<file path="src/rtl/uart_rx_pkg.sv">
// Shared constants and helpers for the UART receive path.
package uart_rx_pkg;

  localparam int unsigned UART_DATA_WIDTH_DEFAULT = 8;

  localparam int unsigned LSB_FIRST = 0;
  localparam int unsigned MSB_FIRST = 1;

  localparam int unsigned EVEN = 0;
  localparam int unsigned ODD  = 1;

  // Width needed to hold a bit count from 0 up to and including data_width.
  function automatic int unsigned cnt_width(input int unsigned data_width);
    return $clog2(data_width + 1);
  endfunction

endpackage

</file>
<file path="src/rtl/uart_rx_out_reg.sv">
// Output holding register: captures a committed word with its parity and offers it
// on a valid/ready handshake, flagging words that overwrite unconsumed data.
module uart_rx_out_reg #(
  parameter int unsigned DATA_WIDTH = 8,
  parameter int unsigned ODD_PARITY = 0
) (
  input  logic                  clk,
  input  logic                  rst,
  input  logic                  commit,
  input  logic [DATA_WIDTH-1:0] word,
  input  logic                  out_ready,
  input  logic                  overrun_clr,
  output logic [DATA_WIDTH-1:0] parallel_data,
  output logic                  expected_parity,
  output logic                  data_valid,
  output logic                  overrun
);

  logic [DATA_WIDTH-1:0] data_q, data_d;
  logic                  parity_q, parity_d;
  logic                  valid_q, valid_d;
  logic                  overrun_q, overrun_d;
  logic                  overrun_set;

  always_comb begin
    data_d      = data_q;
    parity_d    = parity_q;
    valid_d     = valid_q;
    overrun_set = commit && valid_q && !out_ready;
    if (commit) begin
      data_d   = word;
      parity_d = (^word) ^ 1'(ODD_PARITY);
      valid_d  = 1'b1;
    end else if (valid_q && out_ready) begin
      valid_d = 1'b0;
    end
    // A new overrun in the same cycle as a clear keeps the flag set.
    overrun_d = overrun_set || (overrun_q && !overrun_clr);
  end

  always_ff @(posedge clk) begin
    if (rst) begin
      data_q    <= '0;
      parity_q  <= 1'b0;
      valid_q   <= 1'b0;
      overrun_q <= 1'b0;
    end else begin
      data_q    <= data_d;
      parity_q  <= parity_d;
      valid_q   <= valid_d;
      overrun_q <= overrun_d;
    end
  end

  assign parallel_data   = data_q;
  assign expected_parity = parity_q;
  assign data_valid      = valid_q;
  assign overrun         = overrun_q;

endmodule

</file>
<file path="src/rtl/uart_deserializer_param.sv">
// Parametrised UART-RX deserializer: shifts sampled bits into a word, tracks the frame
// fill level and commits completed words into the holding register.
module uart_deserializer_param #(
  parameter int unsigned DATA_WIDTH = uart_rx_pkg::UART_DATA_WIDTH_DEFAULT,
  parameter int unsigned MSB_FIRST  = uart_rx_pkg::LSB_FIRST,
  parameter int unsigned ODD_PARITY = uart_rx_pkg::EVEN
) (
  input  logic                                          clk_based_on_prescale,
  input  logic                                          asy_reset,
  input  logic                                          sampled_data,
  input  logic                                          sampled_data_valid,
  input  logic                                          Deserializer_enable,
  input  logic                                          frame_abort,
  input  logic                                          out_ready,
  input  logic                                          overrun_clr,
  output logic [DATA_WIDTH-1:0]                         parallel_data,
  output logic                                          expected_parity,
  output logic                                          data_valid,
  output logic [uart_rx_pkg::cnt_width(DATA_WIDTH)-1:0] bit_count,
  output logic                                          frame_full,
  output logic                                          short_frame,
  output logic                                          overrun
);

  import uart_rx_pkg::*;

  localparam int unsigned     CntW      = cnt_width(DATA_WIDTH);
  localparam logic [CntW-1:0] FullCount = CntW'(DATA_WIDTH);

  logic [DATA_WIDTH-1:0] shreg_q, shreg_d;
  logic [CntW-1:0]       count_q, count_d;
  logic                  short_q, short_d;
  logic                  full;
  logic                  commit;

  function automatic logic [DATA_WIDTH-1:0] shift_in(input logic [DATA_WIDTH-1:0] w,
                                                     input logic b);
    if (MSB_FIRST != 0) return {w[DATA_WIDTH-2:0], b};
    return {b, w[DATA_WIDTH-1:1]};
  endfunction

  assign full = (count_q == FullCount);

  always_comb begin
    shreg_d = shreg_q;
    count_d = count_q;
    short_d = 1'b0;
    commit  = 1'b0;
    if (frame_abort) begin
      shreg_d = '0;
      count_d = '0;
    end else if (Deserializer_enable) begin
      commit  = full;
      short_d = !full;
      // A bit arriving with the commit opens the next frame.
      if (sampled_data_valid) begin
        shreg_d = shift_in('0, sampled_data);
        count_d = CntW'(1);
      end else begin
        shreg_d = '0;
        count_d = '0;
      end
    end else if (sampled_data_valid && !full) begin
      shreg_d = shift_in(shreg_q, sampled_data);
      count_d = count_q + CntW'(1);
    end
  end

  always_ff @(posedge clk_based_on_prescale) begin
    if (asy_reset) begin
      shreg_q <= '0;
      count_q <= '0;
      short_q <= 1'b0;
    end else begin
      shreg_q <= shreg_d;
      count_q <= count_d;
      short_q <= short_d;
    end
  end

  uart_rx_out_reg #(
    .DATA_WIDTH(DATA_WIDTH),
    .ODD_PARITY(ODD_PARITY)
  ) u_out_reg (
    .clk            (clk_based_on_prescale),
    .rst            (asy_reset),
    .commit         (commit),
    .word           (shreg_q),
    .out_ready      (out_ready),
    .overrun_clr    (overrun_clr),
    .parallel_data  (parallel_data),
    .expected_parity(expected_parity),
    .data_valid     (data_valid),
    .overrun        (overrun)
  );

  assign bit_count   = count_q;
  assign frame_full  = full;
  assign short_frame = short_q;

endmodule
</file>
<file path="config.mk">
export PLATFORM = sky130hd
export DESIGN_NAME = uart_deserializer_param
export DESIGN_NICKNAME = d
export VERILOG_FILES = /design/src/rtl/uart_rx_pkg.sv /design/src/rtl/uart_rx_out_reg.sv /design/src/rtl/uart_deserializer_param.sv
export SDC_FILE = /design/constraint.sdc
export NUM_CORES = 1
export LEC_CHECK = 0
export ABC_CLOCK_PERIOD_IN_PS = 3600
export BUFFER_PORTS_ARGS = -buffer_cell sky130_fd_sc_hd__buf_2
export CAP_MARGIN = 40
export CELL_PAD_IN_SITES_DETAIL_PLACEMENT = 0
export CELL_PAD_IN_SITES_GLOBAL_PLACEMENT = 2
export CORE_MARGIN = 8
export CORE_UTILIZATION = 30
export CTS_BUF_LIST = sky130_fd_sc_hd__clkbuf_8
export CTS_CLUSTER_DIAMETER = 60
export DETAILED_ROUTE_END_ITERATION = 6
export PLACE_DENSITY_LB_ADDON = 0.1
export REMOVE_ABC_BUFFERS = 1
export SYNTH_ARGS = -nofsm -noshare
export SYNTH_HDL_FRONTEND = slang
export SYNTH_SLANG_ARGS = --single-unit
</file>
<file path="constraint.sdc">
create_clock -name clk_based_on_prescale -period 3.6 [get_ports clk_based_on_prescale]
set_input_delay 0.18 -clock clk_based_on_prescale [delete_from_list [all_inputs] [get_ports clk_based_on_prescale]]
set_output_delay 0.18 -clock clk_based_on_prescale [all_outputs]
set_load 0.02 [all_outputs]
</file>
# Word-level counts from Yosys, hierarchy flattened
# Cells that the tools add are included.
dict set report op_classes {
  add_sub_neg 1
  eq_ne 1
  n_mux 10
  bitwise_logic 1
  reduce_logical 14
}
# op n
set ops {}
lappend ops {{$mux 8} 3}
lappend ops {{$mux 4} 2}
lappend ops {{$reduce_xor 8->1} 1}
lappend ops {{$logic_and 1x1->1} 5}
lappend ops {{$mux 1} 5}
lappend ops {{$add 4x1->4 const B} 1}
lappend ops {{$eq 4x4->1 const B} 1}
lappend ops {{$reduce_bool 2->1} 2}
lappend ops {{$logic_not 1->1} 3}
lappend ops {{$reduce_or 3->1} 1}
lappend ops {{$reduce_or 2->1} 1}
lappend ops {{$logic_or 1x1->1} 1}
lappend ops {{$not 1->1} 1}
dict set report word_totals {
  register_bits 24
  input_bits 8
  out_inout_bits 17
  elab_cells 34
}

# Logic depth before layout (Yosys ltp)
dict set report logic_depth {
  ltp_word 6
  mapped_depth 7
  mapped_depth_nobuf 6
}

# Cells and area by module
# From an unflattened synthesis, not the netlist that was laid out.
dict set report unflattened {
  hier_cells 99
  area_unflattened_um2 1017.2
}
# module instances cells_per_inst area_per_inst_um2 seq_area_each_um2
set by_module_without_submodules {}
lappend by_module_without_submodules {uart_deserializer_param 1 55 571.8 260.2}
lappend by_module_without_submodules {uart_rx_out_reg 1 44 445.4 220.2}

# Worst setup path before layout
# No wires, ideal clock.
dict set report synth_path {
  kind {register -> register}
  start {register count_q[0] (netlist: bit_count[0])}
  end {register u_out_reg.data_q[2] (netlist: u_out_reg.parallel_data[2])}
  setup_time_ps 128
  arrival_ps 1434
  required_time_ps 3472
  slack_ps 2038
  path_stages_with_launch 8
  path_buffers 1
  synth_period_minus_slack_ps 1562
  path_cell_list {dfxtp_1 > inv_1 > ha_1 > nand3b_4 > nor3b_4 > buf_6 > mux2i_1 > nor2_1}
}
dict set report synth_via {
  elab_chain_cells 3
}
# item line_no
set synth_rtl {}
lappend synth_rtl {{from (decl)} uart_deserializer_param.sv:31} ;# logic [CntW-1:0] count_q, count_d;
lappend synth_rtl {{from (signal assigned)} uart_deserializer_param.sv:76} ;# count_q <= count_d;
lappend synth_rtl {{$eq 4x4->1} uart_deserializer_param.sv:42} ;# assign full = (count_q == FullCount);
lappend synth_rtl {{$mux 1} uart_deserializer_param.sv:52} ;# end else if (Deserializer_enable) begin
lappend synth_rtl {{$mux 1} uart_deserializer_param.sv:49} ;# if (frame_abort) begin
lappend synth_rtl {{to (signal assigned)} uart_rx_out_reg.sv:48} ;# data_q <= data_d;
lappend synth_rtl {{to (decl)} uart_rx_out_reg.sv:19} ;# logic [DATA_WIDTH-1:0] data_q, data_d;
# Every way passes these cells.
# A chain may end at the register's enable or synchronous reset.

# Final worst setup path
dict set report layout_path {
  start {register count_q[0] (netlist: bit_count[0])}
  end {register u_out_reg.data_q[7] (netlist: u_out_reg.parallel_data[7])}
}
# The elaborated chain is that of the path after synthesis.

==> flow_summary.ini <==
[timing]
fin_crit_sh_pct = 52.83
max_slew_margin_pct = 51.75
tns_ns = 0
slew_violations = 0
fin_ws_ns = 1.698
max_freq_mhz = 525.8
rsz0062_at_grt = false
tightest_slew_ns = 0.7230
fin_crit_ns = 1.902
finalHoldViolCount = 0
finClkSkew_ns = 0.002235
setup_viol = 0

[power_and_ir_drop]
pwr-share-clk_pct = 39.1
max-vdd-ir-drop_v = 0.0001169
p_seq_share_pct = 56.4
p_sw_uw = 103.6
p_leak_nw = 0.4725
p_sw_share_pct = 21.81
p_comb_share_pct = 4.6
p_per_area_nw_per_um2 = 390.0
intPower_uw = 371.6

[grt]
antenna_found_initial = 0
grt_first_pass_wirelength_um = 3353
grt_max_degree = 16
grt_overflow = 0
grt_pass1_vias = 720
grt_usage_pct = 7.962

[worst_setup_path]
worstSetupEndpoint = u_out_reg.parallel_data[7]
critPathCaptureType = flip-flop
cp.arrival_ns = 2.06
crit_path_start = bit_count[0]
r2r_slack_ns = 1.70
crit_fanout = 15
startpoint_type = flip-flop
crit_type = reg2reg
r2r_start = bit_count[0]
rr_endpoint = u_out_reg.parallel_data[7]
r2r_cells = 6
required_ns = 3.76

[clock_tree]
clk_pin_slew_ns = 0.09
cts.sinks = 24
clk_latency_ns = 0.27
cts_setup_buffers = 0
numCtsBuffers = 3
cts_resized = 0
clockRootBuffer = clkbuf_8
cts_hold_buffers = 0
cts_tree = built
h-tree-depth = 1
clk_path_buf_depth = 2

[synthesis]
synthTopCellsByArea = dfxtp_1, mux2i_1, xnor2_1
synthDistinctLibCells = 24
netlist_area_um2 = 1013
syn_avg_cell_area_um2 = 9.384
synthCells = 108
yosysTopAreaCellShare_pct = 47.41
ys_async_sr_fraction_pct = 0
yosysTopAreaCell = dfxtp_1
synth-seq-cells = 24
synth_edf_count = 0
synth_warnings = 0
ys.flop_type = dfxtp_1
yosysSeqAreaShare_pct = 47.41

[place]
numPortBuffers = 24
globalplace.congestion = 0.7072
dp_slack_ns = 1.684
hpwl_um = 1559

[final_layout]
nets = 142
drive_above_1_share_pct = 24.43
final_cell_mix = dfxtp_1, buf_2, nor2_1
diodes = 0
area_delta_synth_final_pct = 20.25

[detailed_routing]
final_antenna_net_count = 0
wl_per_cell_um = 12.01
firstDrtPassIters = 4
drc_errors = 0
viasPerCell = 4.452
dr.first_iter.drc_count = 55
num_vias = 788
wl_um = 2126

[flow_run]
drv_cap = 0

[min_path]
hp-class = in2reg

[status]
status = complete, no violations

[floorplan]
fp.dieW_um = 74.12
rows = 21
die_height_um = 74.12
ios = 25
start_util_pct = 30.86
core_um2 = 3284
die_area_um2 = 5494
cell families (layout without fill, tap and decap cells):
| family | after synthesis | after routing | synth area share, % |
|---|---|---|---|
| AND/OR/NAND/NOR | 39 | 39 | 20.12 |
| flip-flops | 24 | 24 | 47.41 |
| AO/OA/AOI/OAI | 16 | 16 | 9.753 |
| buffers and inverters | 10 | 33 | 4.567 |
| XOR/XNOR | 9 | 9 | 7.778 |
| multiplexers | 8 | 8 | 7.902 |
| adder cells (fa/ha/maj) | 2 | 2 | 2.469 |
worst min path at each step:
stage / from / to / slack (ns) / depth (start not counted)
final: frame_abort / short_frame / 0.17 / 2
after detailed placement: frame_abort / short_frame / 0.46 / 2
after global routing: frame_abort / short_frame / 0.16 / 2
after floorplan: asy_reset / u_out_reg.expected_parity / 0.24 / 1
after global placement: frame_abort / bit_count[0] / 0.46 / 2
after CTS: frame_abort / short_frame / 0.17 / 2
cells in the mapped netlist, types with 2 or more instances:
library cell / instances
xnor2_1: 7
nand2_1: 11
nor2_1: 12
inv_1: 5
ha_1: 2
mux2i_1: 8
xor2_1: 2
nand3_1: 9
a21oi_1: 11
clkbuf_1: 3
dfxtp_1: 24
a211oi_1: 2
sequential cells by signal, indices dropped and copies added, names as in the netlist:
name / count
shreg_q: 8
u_out_reg.parallel_data: 8
bit_count: 4
short_frame: 1
u_out_reg.data_valid: 1
u_out_reg.expected_parity: 1
u_out_reg.overrun: 1
stage by stage:
step	utilization (%)	cells	instance area, um^2	total power, mW	hold slack, ns
global placement	35.43	173	1164	0.2962	0.4585
finish	37.10	177	1219	0.4752	0.1666
CTS	37.10	177	1219	0.4811	0.1682
global route	37.10	177	1219	0.4959	0.1626
detailed placement	35.43	173	1164	0.2961	0.4581
floorplan	-	103	985.9	0.2832	0.2446
metal layers:
metal  up-vias  GRT usage (%)  wire (um)
met5         -              0          0
met4         0          3.991         36
met3         5          3.100        154
li1        408              -          -
met1       359          10.04        966
met2        16          11.43        969
critical path: stages, from the launching register on:
cell and delay [ns]:
dfxtp_1 0.35, inv_1 0.09, ha_1 0.19, nand3b_4 0.19
nor3b_4 0.66, mux2i_1 0.25, nor2_1 0.05
power by group through the flow:
stage	clock network, mW	logic (mW)	registers, mW
2_1_floorplan	0	0.00803	0.275
3_3_place_gp	0	0.0221	0.274
3_5_place_dp	0	0.0220	0.274
4_1_cts	0.191	0.0221	0.268
5_1_grt	0.204	0.0236	0.268
6_report	0.186	0.0217	0.268
final cells by class:
cell class,instances,area [um^2]
fillers,344,2066
multi-input cells,74,486.7
flip-flops and latches,24,480.5
repair buffers,24,120.1
well taps,46,57.56
clock buffers,4,55.05
inverters,5,18.77
No activity file was read; power rests on OpenSTA's default activity.
